## src/rtl/local_bus_pkg.sv

```systemverilog
// Shared definitions for the 68030 local bus cycle controller.
// Latency: n/a (constants, types and a pure function only).
// Backpressure: n/a.
package local_bus_pkg;

  // All CPU-side strobes are active-low
  localparam logic ACTIVE   = 1'b0;
  localparam logic INACTIVE = 1'b1;

  typedef enum logic [2:0] {
    ST_IDLE,
    ST_WAIT,
    ST_EXTWAIT,
    ST_ACK,
    ST_BERR
  } state_t;

  // Port size codes as stored in the region table
  localparam logic [1:0] PORT_32 = 2'd0;
  localparam logic [1:0] PORT_16 = 2'd1;
  localparam logic [1:0] PORT_8  = 2'd2;

  // {DSACK1,DSACK0} encodings
  localparam logic [1:0] DSACK_32   = 2'b00;
  localparam logic [1:0] DSACK_16   = 2'b01;
  localparam logic [1:0] DSACK_8    = 2'b10;
  localparam logic [1:0] DSACK_NONE = 2'b11;

  // Unused port code 3 is treated as a 32-bit port
  function automatic logic [1:0] dsack_for_port(input logic [1:0] port);
    case (port)
      PORT_16: dsack_for_port = DSACK_16;
      PORT_8:  dsack_for_port = DSACK_8;
      default: dsack_for_port = DSACK_32;
    endcase
  endfunction

endpackage

```

## src/rtl/byte_lane_select.sv

```systemverilog
// Byte-lane strobe decode from SIZ, A[1:0] and DS.
// Latency: combinational.
// Backpressure: none; all lanes inactive while DS is negated.
module byte_lane_select
  import local_bus_pkg::*;
(
  input  logic [1:0] siz,
  input  logic [1:0] addr_lo,
  input  logic       ds,
  output logic [3:0] byte_select
);

  logic [3:0] lane_mask;

  // Left-justified lane pattern for the transfer size before address shift
  always_comb begin
    case (siz)
      2'b01:   lane_mask = 4'b1000;
      2'b10:   lane_mask = 4'b1100;
      2'b11:   lane_mask = 4'b1110;
      default: lane_mask = 4'b1111;
    endcase
  end

  assign byte_select = (ds == ACTIVE) ? ~(lane_mask >> addr_lo) : 4'hF;

endmodule

```

## src/rtl/local_bus_controller.sv

```systemverilog
// 68030 local bus cycle controller: region decode, wait states, DSACK/BERR.
// Latency: DSACK REGION_WAIT+1 edges after AS sampled (plus ext_ack wait); BERR next edge if unmapped.
// Backpressure: holds DSACK/BERR until AS negates; AS negated early aborts the cycle.
module local_bus_controller
  import local_bus_pkg::*;
#(
  parameter int ADDR_WIDTH  = 32,
  parameter int NUM_REGIONS = 4,
  parameter logic [NUM_REGIONS*ADDR_WIDTH-1:0] REGION_BASE =
    {32'h8000_0000, 32'h7000_0000, 32'h1000_0000, 32'h0000_0000},
  parameter logic [NUM_REGIONS*ADDR_WIDTH-1:0] REGION_MASK =
    {32'h8000_0000, 32'hF000_0000, 32'hF000_0000, 32'hF000_0000},
  parameter logic [NUM_REGIONS*4-1:0] REGION_WAIT = {4'd0, 4'd3, 4'd0, 4'd2},
  parameter logic [NUM_REGIONS*2-1:0] REGION_PORT = {2'd0, 2'd2, 2'd0, 2'd0},
  parameter logic [NUM_REGIONS-1:0]   REGION_EXT  = 4'b1000,
  parameter int TIMEOUT_CYCLES = 255
) (
  input  logic                   clock,
  input  logic                   reset,
  input  logic                   cpu_as,
  input  logic                   cpu_ds,
  input  logic [1:0]             cpu_siz,
  input  logic [ADDR_WIDTH-1:0]  cpu_address,
  input  logic                   ext_ack,
  output logic [NUM_REGIONS-1:0] region_select,
  output logic [3:0]             byte_select,
  output logic [1:0]             cpu_dsack,
  output logic                   cpu_berr,
  output logic                   busy
);

  localparam int TO_W = $clog2(TIMEOUT_CYCLES + 1);
  // Counter value on the edge before it reaches TIMEOUT_CYCLES
  localparam logic [TO_W-1:0] TO_LAST = TO_W'(TIMEOUT_CYCLES - 1);

  logic [NUM_REGIONS-1:0] hit;
  logic                   any_hit;
  logic [NUM_REGIONS-1:0] hit_sel;
  logic [3:0]             hit_wait;
  logic [1:0]             hit_port;
  logic                   hit_ext;
  logic [3:0]             lane_sel;

  state_t          state;
  logic [3:0]      wait_cnt;
  logic [TO_W-1:0] to_cnt;
  logic [1:0]      port_q;
  logic            ext_q;

  // Per-region address match
  for (genvar g = 0; g < NUM_REGIONS; g++) begin : g_match
    assign hit[g] = (cpu_address & REGION_MASK[g*ADDR_WIDTH +: ADDR_WIDTH]) ==
                    REGION_BASE[g*ADDR_WIDTH +: ADDR_WIDTH];
  end

  assign any_hit = |hit;

  // Priority select of the winning region's attributes; lowest index wins
  always_comb begin
    hit_sel  = '1;
    hit_wait = '0;
    hit_port = PORT_32;
    hit_ext  = 1'b0;
    for (int i = NUM_REGIONS - 1; i >= 0; i--) begin
      if (hit[i]) begin
        hit_sel    = '1;
        hit_sel[i] = ACTIVE;
        hit_wait   = REGION_WAIT[i*4 +: 4];
        hit_port   = REGION_PORT[i*2 +: 2];
        hit_ext    = REGION_EXT[i];
      end
    end
  end

  byte_lane_select u_byte_lane_select (
    .siz         (cpu_siz),
    .addr_lo     (cpu_address[1:0]),
    .ds          (cpu_ds),
    .byte_select (lane_sel)
  );

  // Cycle state machine with all bus outputs registered
  always_ff @(posedge clock or posedge reset) begin
    if (reset) begin
      state         <= ST_IDLE;
      wait_cnt      <= '0;
      to_cnt        <= '0;
      port_q        <= PORT_32;
      ext_q         <= 1'b0;
      region_select <= '1;
      byte_select   <= 4'hF;
      cpu_dsack     <= DSACK_NONE;
      cpu_berr      <= INACTIVE;
      busy          <= 1'b0;
    end else if (state != ST_IDLE && cpu_as == INACTIVE) begin
      // AS negated: either normal termination or an abort, outputs drop together
      state         <= ST_IDLE;
      region_select <= '1;
      byte_select   <= 4'hF;
      cpu_dsack     <= DSACK_NONE;
      cpu_berr      <= INACTIVE;
      busy          <= 1'b0;
    end else begin
      case (state)
        ST_IDLE: begin
          to_cnt <= '0;
          if (cpu_as == ACTIVE && any_hit) begin
            state         <= ST_WAIT;
            wait_cnt      <= hit_wait;
            port_q        <= hit_port;
            ext_q         <= hit_ext;
            region_select <= hit_sel;
            byte_select   <= lane_sel;
            busy          <= 1'b1;
          end else if (cpu_as == ACTIVE) begin
            state    <= ST_BERR;
            cpu_berr <= ACTIVE;
            busy     <= 1'b1;
          end
        end
        ST_WAIT, ST_EXTWAIT: begin
          to_cnt      <= to_cnt + 1'b1;
          byte_select <= lane_sel;
          // Timeout outranks both the wait count and a same-edge ext_ack
          if (to_cnt == TO_LAST) begin
            state    <= ST_BERR;
            cpu_berr <= ACTIVE;
          end else if (state == ST_WAIT) begin
            if (wait_cnt != 4'd0) begin
              wait_cnt <= wait_cnt - 4'd1;
            end else if (ext_q) begin
              state <= ST_EXTWAIT;
            end else begin
              state     <= ST_ACK;
              cpu_dsack <= dsack_for_port(port_q);
            end
          end else if (ext_ack == ACTIVE) begin
            state     <= ST_ACK;
            cpu_dsack <= dsack_for_port(port_q);
          end
        end
        ST_ACK, ST_BERR: begin
          // Lanes track DS while a region stays selected; unmapped BERR has none
          byte_select <= (&region_select) ? 4'hF : lane_sel;
        end
        default: state <= ST_IDLE;
      endcase
    end
  end

endmodule

```

## config.mk

```make
export PLATFORM = sky130hd
export DESIGN_NAME = local_bus_controller
export DESIGN_NICKNAME = d
export VERILOG_FILES = /design/src/rtl/local_bus_pkg.sv /design/src/rtl/byte_lane_select.sv /design/src/rtl/local_bus_controller.sv
export SDC_FILE = /design/constraint.sdc
export NUM_CORES = 1
export LEC_CHECK = 0
export CORE_AREA = 5 5 86 88
export CTS_CLUSTER_DIAMETER = 120
export DETAILED_ROUTE_END_ITERATION = 8
export DIE_AREA = 0 0 91 93
export DONT_BUFFER_PORTS = 1
export HOLD_SLACK_MARGIN = 0.02
export PLACE_DENSITY = 0.52
export SLEW_MARGIN = 40
export SYNTH_ARGS = -nofsm -noshare
export SYNTH_HDL_FRONTEND = slang
export SYNTH_SLANG_ARGS = --single-unit
```

## constraint.sdc

```tcl
create_clock -name clock -period 2.9 [get_ports clock]
set_input_delay 0.145 -clock clock [delete_from_list [all_inputs] [get_ports clock]]
set_output_delay 0.145 -clock clock [all_outputs]
set_load 0.05 [all_outputs]
```

Word level (Yosys, flattened, before mapping)
Cells that the tools add are included.

Register bits after elaboration: 30. Word-level logic and storage cells: 125. Output and inout bits: 12. Bits of input ports: 39.

Bitwise logic cells: 3. Equality and inequality tests: 29. Muxes and demuxes: 55. $add $sub $neg: 2. Shift-type cells: 1. Reductions and logical operators: 25.

Operator list (count): $mux W4 (16); $logic_not A32 Y1 (1); $mux W2 (12); $mux W3 (7); $ne A3 B3 Y1 const B (6); $pmux W3 S3 (2); $pmux W8 S2 (1); $mux W1 (13); $ne A2 B2 Y1 const B (6); $pmux W4 S3 (1); $reduce_and A4 Y1 (3); $ne A5 B5 Y1 const B (2); $add A8 B1 Y8 const B (1); $eq A8 B8 Y1 const B (1); $pmux W4 S2 (1); $reduce_and A2 Y1 (4); $reduce_bool A2 Y1 (4); $reduce_bool A4 Y1 (2); $eq A2 B2 Y1 const B (3); $eq A3 B2 Y1 const B (2); $ne A3 B1 Y1 const B (2); $reduce_and A6 Y1 (1); $reduce_bool A3 Y1 (2); $reduce_and A5 Y1 (1); other kinds (17) (21).

Depth between registers and ports, before layout
Gate-level depths: netlist of run 1.

Depth after elaboration: 8. Depth in mapped cells: 11. Mapped depth without buffers: 7.

Hierarchy
From an unflattened synthesis of run 1, not the netlist that was laid out.

Cell total of the unflattened synthesis: 193. Area, all modules: 1899.3 um2.

By module, submodules not included: local_bus_controller (cells each 178, area each 1806.7 um2, times used 1, sequential area each 739.5 um2); byte_lane_select (cells each 15, area each 92.6 um2, times used 1, sequential area each 0.0 um2).

Least setup slack after synthesis of run 1
No wires, ideal clock.

Path type: reg2reg. Start: register state[0]. End: register wait_cnt[1]. Library setup time: 130 ps. Data required time: 2770 ps. Stages on the path, launching flop included: 12. Clock period less this slack: 2414 ps. Path buffers: 4. Arrival time: 2284 ps. Path slack: 486 ps. Path through: dfrtp_1 buf_6 or3_1 buf_6 ha_1 buf_2 or2_1 buf_2 nor3_2 o211ai_4 nor3_2 a21oi_1.

Cells in the longest elaborated chain, start to end: 4. Elaborated cells on any way between the ends: 14. Classes of those cells: 6 x eq/ne; 1 x mux; 1 x bitwise; 6 x reduce/logical.

RTL lines: start, declared (RTL line local_bus_controller.sv:44) `state_t state;`; start signal, assigned (RTL line local_bus_controller.sv:85) `state <= ST_IDLE;`; start signal, assigned (RTL line local_bus_controller.sv:97) `state <= ST_IDLE;`; start signal, assigned (RTL line local_bus_controller.sv:108) `state <= ST_WAIT;`; $eq A3 B1 Y1 (tied with other cells) (RTL line local_bus_controller.sv:104, local_bus_controller.sv:128); $reduce_or A2 Y1 / $logic_and A1 B1 Y1 (equally long branches) (RTL line local_bus_controller.sv:104, local_bus_controller.sv:95); $ne A2 B2 Y1 (no line) (tied with other cells); $reduce_and A6 Y1 (no line); end signal, assigned (RTL line local_bus_controller.sv:109) `wait_cnt <= hit_wait;`; end signal, assigned (RTL line local_bus_controller.sv:130) `wait_cnt <= wait_cnt - 4'd1;`; end, declared (RTL line local_bus_controller.sv:45) `logic [3:0] wait_cnt;`.

Several ways; a longest one is shown, not always the timed one. A chain may end at the register's enable or synchronous reset.

Final worst setup path of run 1
Start: register state[2]. End: register wait_cnt[0].

The elaborated chain is that of the path after synthesis.

==> run metrics, run 1 <==
non-filler cells, final 274; endpoint class of the critical path register; Clk Latency, worst-skew pair ~0.29 ns; number of synthesized flops with an enable pin 0; synth unique cells 55; clock-pin transition on the worst setup and hold timing paths 0.07 ns; DRC Markers 0; Fin Hold WS about 0.033 ns; detailed router's first-iteration violation count 49; period utilization 0.836; maximum buffer depth of the clock tree 2; post-CTS sizing 0; total negative setup slack 0 ns; Die ar. 8460 µm²; Max VDD drop 0.381 mV; Slew Viols, Final 0; register area share after synthesis 0.406; critical path class register to register; WP data required 3.07 ns; Vias around 1400; cell area after synthesis 1820 µm²; main combinational cell family by area after synthesis simple AND/OR/NAND/NOR gates; fmax between 400 and 500 MHz; total CTS buffers 5; DP HPWL roughly 2.9 mm; Post-CTS Setup Bufs 0; placed insts approximately 260; Mean Syn Cell Area ~10 µm²; Pwr Density 1040 nW/µm²; Hold Crit Class primary input to register; first-pass GRT wire length about 6.7 mm; register area 739 µm²; CP cell instances or3_1, ha_1, or2_1, nor3_2, o211ai_4, a21oi_1, o22ai_1; Data arrival, critical path 2.59 ns; CTS HTree Levels 2; Final nets 240; commonest non-fill, non-tap cell in the layout nor2_1; CTS tree built; Cell Rows 30; Final Critical Period 2.42 ns; GRT overflow 0; layout cells sized above 1 0.247; # clock sinks 29; Hold Fails Final Rpt 0; I/O pin total around 50; Port Buffers 0; Compound-Gate Fraction of Synth Area 0.193; Post-Syn Instances 183; hold_buf cts 3; static leakage 0.852 nW; overall routing resource usage 0.0986; mux cell area share after synthesis 0.0433; unrepaired setup endpoints after global routing false; Post-Synth Simple-Gate Area 0.219; Adder-Cell Fraction of Synth Area 0.0550; Max stage delay on crit path slightly below 0.5 ns; largest net degree at the start of global routing 27; Starting Density 0.277; ys async rst share 1.00; vias in the first global route approximately 1400; slew margin rel. 0.625; Synthesized Nets 230; Detailed Route WL 3.98 mm; GPL Wtd Cong approximately 0.74; drt first pass iters 4; #FFs+latches synth 29; area share of xor/xnor cells in the synthesized design 0.0337; Multi-input gate area 991 µm²; Post-Route Skew 0.00979 ns; max-capacitance violation count 0; initial antenna violation count 0; yosys warns 0; DRT antenna net count 0; Core Area 6570 µm²; DIE WIDTH 91 µm; outcome finished clean; CTS root buffer clkbuf_8; final setup vio count 0; Critical Path Start Type register; slowest cell on the critical path dfrtp_1; die height 93 µm; number of diodes 0; routed vias/inst 4.97; routed len/inst 14.5 µm; Max Fanout on Critical Path 10; Slew @ Worst Pin 0.561 ns; Area Growth Syn to Fin 11.9%; most frequent cells in the layout 22 x nor2_1, 18 x dfrtp_1, 13 x nand2_1, 11 x dfstp_2; Synth Flop Type dfrtp_1; fillers slightly below 700
==> cell usage after synthesis (3+ instances only) <==
cell type / count / area (µm²)
nand3_1: 5 / 25.0
a21oi_1: 9 / 45.0
and4_1: 3 / 26.3
inv_1: 10 / 37.5
nor3_1: 5 / 25.0
dfstp_2: 11 / 289
nand2_1: 13 / 48.8
nor2_1: 22 / 82.6
ha_1: 8 / 100
o21ai_0: 3 / 15.0
xor2_1: 6 / 52.6
nand4_1: 5 / 31.3
o31ai_1: 3 / 22.5
mux2i_1: 3 / 30.0
nand2b_1: 3 / 18.8
dfrtp_1: 18 / 450
buf_6: 3 / 33.8
==> final cells by class <==
| cell class | count | share of cell area |
|---|---|---|
| clock buffers | 5 | 0.0338 |
| flip-flops and latches | 29 | 0.363 |
| inverters | 11 | 0.0209 |
| repair buffers | 9 | 0.0381 |
| multi-input cells | 137 | 0.486 |
| well taps | 80 | 0.0491 |
| clock inverters | 3 | 0.00860 |
==> path summary, 6_finish.rpt <==
kind / startpoint / end / slack [ns] / cells after the start
hold reg to reg: port_q[1] / port_q[1] / 0.50 / 1
min in group asynchronous: reset / state[0] / 0.37 / 2
setup / recovery: state[2] / wait_cnt[0] / 0.48 / 7
setup reg to reg: state[2] / wait_cnt[0] / 0.48 / 7
max in group asynchronous: reset / cpu_berr / 1.96 / 3
hold / removal: cpu_address[0] / byte_select[3] / 0.03 / 1
==> report_power, final <==
group          internal [mW]  switching, mW
Clock                  0.165          0.167
Sequential             0.569          0.302
Combinational          0.396          0.527
==> critical path, delay by kind of cell, from the launching register on <==
family,cells,cell delay (ns)
and+or+nand+nor,3,1.04
DFF,1,0.49
AOI/OAI and AO/OA,3,0.40
adders and majority gates,1,0.37
==> routing by layer <==
layer  track usage  vias to the layer above  share of wire
met2         0.156                       27           0.48
met1         0.121                      658           0.46
met4        0.0257                        0         0.0048
met5             0                        -              0
li1              -                      676              -
met3        0.0459                        2          0.061
==> logic make-up (layout without fill, tap and decap cells) <==
logic type	after synthesis	after routing
AOI/OAI and AO/OA	41	41
and+or+nand+nor	74	74
buffers and inverters	17	28
adders and majority gates	8	8
muxes	7	7
DFF	29	29
xor gates and xnor gates	7	7
==> flip-flops by register name, indices dropped and copies added (netlist names) <==
register and flops:
port_q 1, region_select 4, wait_cnt 4, state 3, to_cnt 8, cpu_berr 1, cpu_dsack 2, byte_select 4
ext_q 1, busy 1
==> per-stage QoR <==
stage / power [mW] / cell area (µm²) / setup WS, ns / util
floorplan: 1.63 / 1820 / 0.486 / -
global placement: 1.79 / 1910 / 0.472 / 0.291
detailed placement: 1.80 / 1910 / 0.472 / 0.291
CTS: 2.15 / 2030 / 0.452 / 0.309
global route: 2.29 / 2040 / 0.271 / 0.310
finish: 2.13 / 2040 / 0.477 / 0.310
No activity file was read; power rests on OpenSTA's default activity.
==> run 2, diff against run 1 <==
Settings changed: PLACE_DENSITY 0.52 to 0.53.
Clock period 2.9 ns to 2.2 ns, I/O delays scaled along.
==> run 2 against run 1 <==
Sequential share of layout area is 1.0 points lower; largest power group unchanged; clock power is 26% higher; flip-flop and latch count stayed put.
==> run metrics, run 2 (synthesis gave the netlist of run 1 again) <==
Hold Fails Final Rpt 0; final setup margin 0.189 ns; Cell Rows 30; first-pass GRT wire length 6.64 mm; max FFs per register 8; initial antenna violation count 0; power consumption 2.86 mW; Area Growth Syn to Fin 15.2%; static leakage 0.883 nW; Post-Route Skew 0.00794 ns; maximum buffer depth of the clock tree 2; largest net degree at the start of global routing 30; Max Fanout on Critical Path 10; Critical Path Start Type register; drt first pass iters 4; routed vias/inst 5.05; GPL Wtd Cong 0.745; CTS root buffer clkbuf_8; Pwr Density 1360 nW/µm²; Die ar. 8460 µm²; CTS tree built; Slew Viols, Final 0; final setup vio count 0; outcome finished clean; Hold Crit Class primary input to register; most frequent cells in the layout 22 x nor2_1, 18 x dfrtp_1, 13 x nand2_1, 11 x dfstp_2, 10 x inv_1; Slew @ Worst Pin 0.456 ns; slew margin rel. 0.692; overall routing resource usage 0.0965; DIE WIDTH roughly 91 µm; die height 93 µm; DP HPWL slightly below 3 mm; fillers between 600 and 700; Max VDD drop 0.636 mV; Clk Latency, worst-skew pair 0.28 ns; number of diodes 0; DRT antenna net count 0; Data arrival, critical path 2.16 ns; Starting Density 0.277; unrepaired setup endpoints after global routing false; register area 739 µm²; Final Critical Period 2.01 ns; non-filler cells, final 279; placed insts about 270; Final nets 245; critical path class register to register; period utilization 0.914; CTS HTree Levels 2; layout cells sized above 1 0.261; Core Area 6570 µm²; worst reg2reg path depth 7; WP data required 2.35 ns; routed len/inst 14.4 µm; total negative setup slack 0 ns; total CTS buffers 5; Port Buffers 0; vias in the first global route 1347; Post-CTS Setup Bufs 0; max-capacitance violation count 0; endpoint class of the critical path register; commonest non-fill, non-tap cell in the layout nor2_1; Detailed Route WL 4.00 mm; Multi-input gate area just over 1000 µm²; Most flops, register to_cnt; Vias 1408; DRC Markers 0; setup slack at placement approximately 0.12 ns; # clock sinks 29; clock-pin transition on the worst setup and hold timing paths 0.06 ns; GRT overflow 0; fmax 497 MHz; I/O pin total 51; hold path cells 2; detailed router's first-iteration violation count 39
[run 2: per-stage QoR]
stage	utilization	cell area [µm²]	hold WS, ns
2_1_floorplan	-	1850	0.172
3_3_place_gp	0.298	1960	0.107
3_5_place_dp	0.298	1960	0.105
4_1_cts	0.318	2090	0.0513
5_1_grt	0.319	2100	0.0600
6_report	0.319	2100	0.0613
[run 2: layout make-up]
type	instances	area share
timing repair buffer	14	0.0561
clock buffer	6	0.0346
sequential	29	0.353
tap	80	0.0477
inverter	11	0.0203
clock inverter	2	0.00477
multi-input combinational	137	0.484
[run 2: where the power goes]
part	switching, mW	leakage (nW)	internal (mW)
clock network	0.199	0.0450	0.219
logic	0.726	0.485	0.575
registers	0.387	0.353	0.750
[run 2: final timing paths]
path,startpoint,to,slack [ns]
worst max-delay path,state[1],wait_cnt[0],0.19
worst min-delay path,cpu_address[0],byte_select[1],0.06
worst max register to register,state[1],wait_cnt[0],0.19
worst min register to register,wait_cnt[3],wait_cnt[3],0.50
max in group asynchronous,reset,byte_select[1],1.53
min in group asynchronous,reset,to_cnt[4],0.35
[run 2: timing repair]
item                                    4_1_cts  5_1_grt
hold endpoints to repair                     24        0
endpoints found under the setup margin        0        1
resized for setup                             0        1
hold buffers                                  5        0
[run 2: worst max-delay path, cell delays in order, from the launching register on]
cell      delay (ns)
dfrtp_1         0.38
or3_4           0.42
ha_4            0.23
or2_1           0.26
nor3_4          0.22
o211ai_4        0.14
a21oi_1         0.14
o22ai_1         0.09
[run 2: routing by layer]
| layer | vias up | wire length (µm) | global-route usage |
|---|---|---|---|
| met2 | 28 | 1900 | 0.162 |
| met1 | 690 | 1870 | 0.118 |
| met5 | - | 0 | 0 |
| li1 | 681 | - | - |
| met3 | 9 | 203 | 0.0346 |
| met4 | 0 | 37 | 0.0220 |
